**config.mk**
```make
export PLATFORM = sky130hd
export DESIGN_NAME = consmax_row_packer
export DESIGN_NICKNAME = d
export VERILOG_FILES = /design/src/rtl/consmax_row_packer.sv
export SDC_FILE = /design/constraint.sdc
export NUM_CORES = 1
export LEC_CHECK = 0
export ABC_AREA = 1
export ABC_CLOCK_PERIOD_IN_PS = 3800
export BUFFER_PORTS_ARGS = -buffer_cell sky130_fd_sc_hd__clkbuf_2
export CORE_AREA = 2 2 162 323
export CTS_CLUSTER_SIZE = 28
export DETAILED_ROUTE_END_ITERATION = 6
export DIE_AREA = 0 0 164 325
export GPL_TIMING_DRIVEN = 1
export PLACE_DENSITY = 0.7
export SLEW_MARGIN = 0
export SYNTH_ARGS = -nofsm -noshare
export SYNTH_HDL_FRONTEND = slang
export SYNTH_SLANG_ARGS = --single-unit
export TNS_END_PERCENT = 10
```
**constraint.sdc**
```tcl
create_clock -name clk -period 3.8 [get_ports clk]
set_input_delay 0.57 -clock clk [delete_from_list [all_inputs] [get_ports clk]]
set_output_delay 0.57 -clock clk [all_outputs]
set_load 0.005 [all_outputs]
```
**src/rtl/consmax_row_packer.sv**
```systemverilog
// -----------------------------------------------------------------------------
// consmax_row_packer
//   Packs the ConSmax exp-score stream (one ODATA_BIT element per cycle, no
//   backpressure) into PACK_NUM-lane words aligned to softmax rows. Each word
//   carries a lane mask and a row-last flag. Words are buffered in a small FIFO
//   and handed downstream over a valid/ready handshake. ConSmax cannot stall,
//   so a word that finds the FIFO full is dropped and ovf_err is raised.
//
// Ports
//   clk, rstn         clock, asynchronous active-low reset
//   cfg_row_len       elements per row (0 behaves as 1), latched at row start
//   err_clr           synchronous clear of ovf_err
//   idata/idata_valid element stream from ConSmax
//   odata/odata_mask/odata_last/odata_valid/odata_ready   FIFO head handshake
//   fifo_cnt          FIFO occupancy
//   ovf_err           sticky flag: at least one word was dropped
// -----------------------------------------------------------------------------
module consmax_row_packer #(
   parameter int ODATA_BIT  = 8,
   parameter int PACK_NUM   = 8,
   parameter int FIFO_DEPTH = 4,
   parameter int ROW_BIT    = 8
) (
   input  logic                            clk,
   input  logic                            rstn,
   input  logic [ROW_BIT-1:0]              cfg_row_len,
   input  logic                            err_clr,
   input  logic [ODATA_BIT-1:0]            idata,
   input  logic                            idata_valid,
   output logic [PACK_NUM*ODATA_BIT-1:0]   odata,
   output logic [PACK_NUM-1:0]             odata_mask,
   output logic                            odata_last,
   output logic                            odata_valid,
   input  logic                            odata_ready,
   output logic [$clog2(FIFO_DEPTH):0]     fifo_cnt,
   output logic                            ovf_err
);

   localparam int LW = $clog2(PACK_NUM);
   localparam int PW = $clog2(FIFO_DEPTH);
   localparam int CW = PW + 1;
   localparam int DW = PACK_NUM * ODATA_BIT;
   localparam logic [CW-1:0] DEPTH_C = CW'(FIFO_DEPTH);

   logic [LW-1:0]       lane_cnt_q, lane_cnt_d;
   logic [ROW_BIT-1:0]  elem_cnt_q, elem_cnt_d;
   logic [ROW_BIT-1:0]  row_len_q, row_len_d;
   logic [DW-1:0]       stage_q, stage_d;
   logic [PW-1:0]       wr_ptr_q, wr_ptr_d;
   logic [PW-1:0]       rd_ptr_q, rd_ptr_d;
   logic [CW-1:0]       cnt_q, cnt_d;
   logic                ovf_q, ovf_d;

   logic [DW-1:0]       mem_data_q [FIFO_DEPTH];
   logic [PACK_NUM-1:0] mem_mask_q [FIFO_DEPTH];
   logic                mem_last_q [FIFO_DEPTH];

   logic [ROW_BIT-1:0]  row_len_s;
   logic                row_end_s;
   logic                word_done_s;
   logic [DW-1:0]       word_data_s;
   logic [PACK_NUM-1:0] word_mask_s;
   logic                pop_s;
   logic                push_ok_s;

   // Effective row length and assembly of the word that would be pushed now.
   always_comb begin
      row_len_s   = row_len_q;
      word_data_s = stage_q;
      word_mask_s = '0;
      // At row start the live config is used; mid-row the latched value rules.
      if (elem_cnt_q == '0) begin
         if (cfg_row_len == '0) begin
            row_len_s = ROW_BIT'(1);
         end else begin
            row_len_s = cfg_row_len;
         end
      end else begin
         row_len_s = row_len_q;
      end
      row_end_s   = (elem_cnt_q == (row_len_s - ROW_BIT'(1)));
      word_done_s = idata_valid && (row_end_s || (lane_cnt_q == LW'(PACK_NUM - 1)));
      for (int i = 0; i < PACK_NUM; i++) begin
         if (lane_cnt_q == LW'(i)) begin
            word_data_s[i*ODATA_BIT +: ODATA_BIT] = idata;
         end else begin
            word_data_s[i*ODATA_BIT +: ODATA_BIT] = stage_q[i*ODATA_BIT +: ODATA_BIT];
         end
         if (LW'(i) <= lane_cnt_q) begin
            word_mask_s[i] = 1'b1;
         end else begin
            word_mask_s[i] = 1'b0;
         end
      end
   end

   // Next-state logic for counters, staging, FIFO pointers and the error flag.
   always_comb begin
      lane_cnt_d = lane_cnt_q;
      elem_cnt_d = elem_cnt_q;
      row_len_d  = row_len_q;
      stage_d    = stage_q;
      wr_ptr_d   = wr_ptr_q;
      rd_ptr_d   = rd_ptr_q;
      cnt_d      = cnt_q;
      ovf_d      = ovf_q;

      if (idata_valid) begin
         row_len_d = row_len_s;
         if (row_end_s) begin
            elem_cnt_d = '0;
         end else begin
            elem_cnt_d = elem_cnt_q + ROW_BIT'(1);
         end
         // Counters advance even if the word is dropped, keeping row alignment.
         if (word_done_s) begin
            lane_cnt_d = '0;
            stage_d    = '0;
         end else begin
            lane_cnt_d = lane_cnt_q + LW'(1);
            stage_d    = word_data_s;
         end
      end else begin
         lane_cnt_d = lane_cnt_q;
      end

      pop_s     = (cnt_q != '0) && odata_ready;
      // A full FIFO still takes a word when the head leaves in the same cycle.
      push_ok_s = word_done_s && ((cnt_q < DEPTH_C) || pop_s);

      if (push_ok_s) begin
         wr_ptr_d = wr_ptr_q + PW'(1);
      end else begin
         wr_ptr_d = wr_ptr_q;
      end
      if (pop_s) begin
         rd_ptr_d = rd_ptr_q + PW'(1);
      end else begin
         rd_ptr_d = rd_ptr_q;
      end

      case ({push_ok_s, pop_s})
         2'b10:   cnt_d = cnt_q + CW'(1);
         2'b01:   cnt_d = cnt_q - CW'(1);
         default: cnt_d = cnt_q;
      endcase

      // Set dominates clear.
      if (word_done_s && !push_ok_s) begin
         ovf_d = 1'b1;
      end else if (err_clr) begin
         ovf_d = 1'b0;
      end else begin
         ovf_d = ovf_q;
      end
   end

   // Control and status registers.
   always_ff @(posedge clk or negedge rstn) begin
      if (!rstn) begin
         lane_cnt_q <= '0;
         elem_cnt_q <= '0;
         row_len_q  <= '0;
         stage_q    <= '0;
         wr_ptr_q   <= '0;
         rd_ptr_q   <= '0;
         cnt_q      <= '0;
         ovf_q      <= 1'b0;
      end else begin
         lane_cnt_q <= lane_cnt_d;
         elem_cnt_q <= elem_cnt_d;
         row_len_q  <= row_len_d;
         stage_q    <= stage_d;
         wr_ptr_q   <= wr_ptr_d;
         rd_ptr_q   <= rd_ptr_d;
         cnt_q      <= cnt_d;
         ovf_q      <= ovf_d;
      end
   end

   // FIFO storage; data, mask and last travel together as one entry.
   always_ff @(posedge clk or negedge rstn) begin
      if (!rstn) begin
         for (int i = 0; i < FIFO_DEPTH; i++) begin
            mem_data_q[i] <= '0;
            mem_mask_q[i] <= '0;
            mem_last_q[i] <= 1'b0;
         end
      end else if (push_ok_s) begin
         mem_data_q[wr_ptr_q] <= word_data_s;
         mem_mask_q[wr_ptr_q] <= word_mask_s;
         mem_last_q[wr_ptr_q] <= row_end_s;
      end else begin
         mem_data_q[wr_ptr_q] <= mem_data_q[wr_ptr_q];
      end
   end

   // Head is read straight from storage and forced to zero when empty.
   assign odata_valid = (cnt_q != '0);
   assign odata       = odata_valid ? mem_data_q[rd_ptr_q] : '0;
   assign odata_mask  = odata_valid ? mem_mask_q[rd_ptr_q] : '0;
   assign odata_last  = odata_valid ? mem_last_q[rd_ptr_q] : 1'b0;
   assign fifo_cnt    = cnt_q;
   assign ovf_err     = ovf_q;

endmodule
```
==> reports/qor.yml <==
outcome:
  status: "completed"
synthesis:
  synthMuxAreaShare: 0.00277
  synth_top_area_frac: 0.379
  synth_top_family_by_area: "simple AND/OR/NAND/NOR gates"
  ys_ff_latch: 383
  syn_inst: 3797
  synth_largest_area_cell: "dfrtp_1"
  synth_compound_area_frac: 0.127
  synth_xor_area_frac: 0.00243
  syn_nets: 3831
  yosys_warnings: 0
  avgSynthCellArea_sq_um: 6.65
  synth_cell_types: 36
  ys_seq_area_frac: 0.379
  synthSimpleGateAreaFrac: 0.395
  synth.cell_area_sq_um: 25300
  yosys-top-cells-area: "dfrtp_1 38%, nor2_1 13%, nand2_1 12%"
  synth_fa_ha_area_frac: 0.00674
power:
  power_leakage_uw: 0.0123
  p_int_uw: 11900
  power_uw: 24000
  p_sw_frac: 0.506
  pwr-share-clk: 0.158
  p_seq_frac: 0.288
  p_comb_frac: 0.553
  pwr_density_cell_nw_per_um2: 887
  p_switching_uw: 12100
  ir_drop_mv: 0.615
timing:
  rsz0062_at_grt: "no"
  min_period_over_period: 0.926
  layout_min_cycle_time_ns: 3.52
  skew_ns: 0.0191
  worst_pin_slew_ns: 1.27
  finalSetupTns_ns: 0
  hold_viol_final: 0
  drv_slew: 0
  setup_viol: 0
  max_freq_mhz: 284
  relSlewSlack: 0.156
clock_tree:
  clockBufferDepth: 3
  cts_tree: "built"
  postCtsHoldBufs: 0
  numCtsBuffers: 38
  numClockSinks: 383
  insertion_delay_ns: 0.55
  cts_resized: 0
  clk_pin_slew_ns: 0.06
  cts_max_level: 2
  cts_root_buf: "clkbuf_16"
  post_cts_buffers: 0
critical_path:
  crit_type: "reg -> reg"
  reg2regPathDepth: 20
  r2r-start: "elem_cnt_q[1]"
  worstPathMaxFanout: 58
  required_ns: 4.19
  r2r-end: "lane_cnt_q[1]"
  cp-start-kind: "register"
  endpoint_kind: "register"
  r2r_slack_ns: 0.28
  cp.arrival_ns: 3.91
drt:
  wirelength_um: 83700
  drcViolationCount: 0
  viasPerCell: 6.06
  vias: 26313
  drt-pass1-iter-count: 5
  wl_per_cell_um: 19.3
  drtIter0Drc: 2596
  drtAntennaViolNets: 0
floorplan:
  die_area_sq_um: 53300
  die_h_um: 325
  core-area_sq_um: 50800
  initial_core_util: 0.497
  fp-row-count: 117
  fp.dieW_um: 164
  num_io_pins: 99
layout:
  area_growth_syn_to_layout_pct: 7.17
  antenna_cells: 0
  nNetsFinal: 3695
  drive_gt1_frac: 0.0762
  fillers: 5077
global_route:
  grt_antenna_before_repair: 0
  grt_max_degree: 189
  grt_usage: 0.311
  first_global_vias: 25129
  grt_pass1_wl_um: 133000
  gr-total-overflow: 0
run:
  drv_cap: 0
worst_hold_path:
  holdCritPathClass: "in -> async"
placement:
  finalWeightedCongestion: 0.861
  io_buffers: 98
  place_hpwl_um: 47100
[state kept, by name, summed over array words and instances (netlist names)]
name	count
elem_cnt_q	8
fifo_cnt	3
lane_cnt_q	3
mem_data_q	256
mem_last_q	4
mem_mask_q	32
ovf_err	1
rd_ptr_q	2
row_len_q	8
stage_q	64
wr_ptr_q	2
[routing by layer]
metal  wire, um  vias to the layer above  share of wire  global-route usage
li1           -                    12314              -                   -
met1      32400                    12614           0.39               0.379
met2      40600                     1086           0.49               0.525
met3       5310                      299          0.063              0.0312
met4       5420                        0          0.065               0.185
met5          0                        -              0                   0
[final cells by class]
type	instances	area [sq um]	share of cell area
multi-input combinational	2935	13500	0.500
sequential	383	9590	0.354
timing repair buffer	165	1390	0.0513
clock buffer	59	1150	0.0426
tap	654	818	0.0302
inverter	138	546	0.0201
clock inverter	7	48.8	0.00180
[worst max-delay path by stage]
stage | start | end | slack (ns) | depth (start not counted)
2_1_floorplan | elem_cnt_q[0] | fifo_cnt[2] | 0.42 | 23
3_3_place_gp | elem_cnt_q[0] | mem_data_q[36] | 0.26 | 19
3_5_place_dp | elem_cnt_q[0] | lane_cnt_q[1] | 0.23 | 20
4_1_cts | elem_cnt_q[0] | mem_data_q[177] | 0.20 | 19
5_1_grt | elem_cnt_q[1] | fifo_cnt[1] | 0.02 | 22
6_report | elem_cnt_q[1] | lane_cnt_q[1] | 0.28 | 20
[placed cells by master, fill, tap and decap left out, types with 3 or more instances in the layout]
cell         n
clkbuf_8     6
nor2_4       3
dfrtp_1    379
xor2_1       5
nor3_1       4
clkinv_2     5
inv_2       10
nand2_2      7
buf_4       38
nand2_1    808
o31ai_1     56
clkbuf_1    12
clkbuf_2    96
nor2_1     876
mux2i_1      7
buf_12      27
a21oi_1    248
o21ai_0    306
inv_1      122
nand4_2     15
nand4_4      4
nand3_1    289
nand4_1    278
ha_1        11
clkbuf_16   42
inv_6        5
[through the flow]
step | hold WS, ns | area, sq um | worst slack, ns | utilization | std cells
3_3_place_gp | 0.449 | 25800 | 0.262 | 0.509 | 4274
4_1_cts | 0.132 | 27000 | 0.198 | 0.532 | 4340
3_5_place_dp | 0.453 | 25800 | 0.226 | 0.509 | 4274
2_1_floorplan | 0.274 | 25300 | 0.418 | - | 3797
5_1_grt | 0.192 | 27100 | 0.0150 | 0.533 | 4341
6_report | 0.114 | 27100 | 0.282 | 0.533 | 4341
[cell usage after synthesis (all sizes together)]
master,n
dfrtp,383
xor2,5
nand2,818
dlygate4sd1,8
nor3,6
o21ai,308
ha,12
nor2,881
fa,1
a21oi,248
mux2i,7
nor4,1
buf,113
inv,138
clkbuf,220
o31ai,56
xnor2,2
nand4,297
nand3,293
[cells by family after synthesis]
kind of cell	after synthesis
buf+inv	479
simple gates	2296
compound gates	612
flops	383
xor+xnor	7
mux	7
fa+ha+maj	13
[worst max-delay path, cell delays in order (launching register included)]
cell     delay (ns)
dfrtp_1        0.38
inv_1          0.10
ha_2           0.21
nand2_1        0.06
nor2_1         0.17
nand2_4        0.13
nand2_1        0.12
nand2_2        0.11
ha_1           0.32
xor2_1         0.15
nand3_1        0.09
nor2_1         0.10
nand2_1        0.07
nor2_2         0.15
nand3_4        0.14
nand2_8        0.10
buf_12         0.32
buf_12         0.31
inv_1          0.12
nand3_1        0.08
o21ai_0        0.10
[power by group through the flow]
stage	Combinational, uW	Clock, uW	Sequential (uW)
after floorplan	9070	0	6540
after global placement	13000	0	6920
after global routing	14700	4000	7120
after CTS	13200	3850	6890
after detailed placement	13100	0	6950
final	13300	3810	6920
No activity file was read; power rests on OpenSTA's default activity.
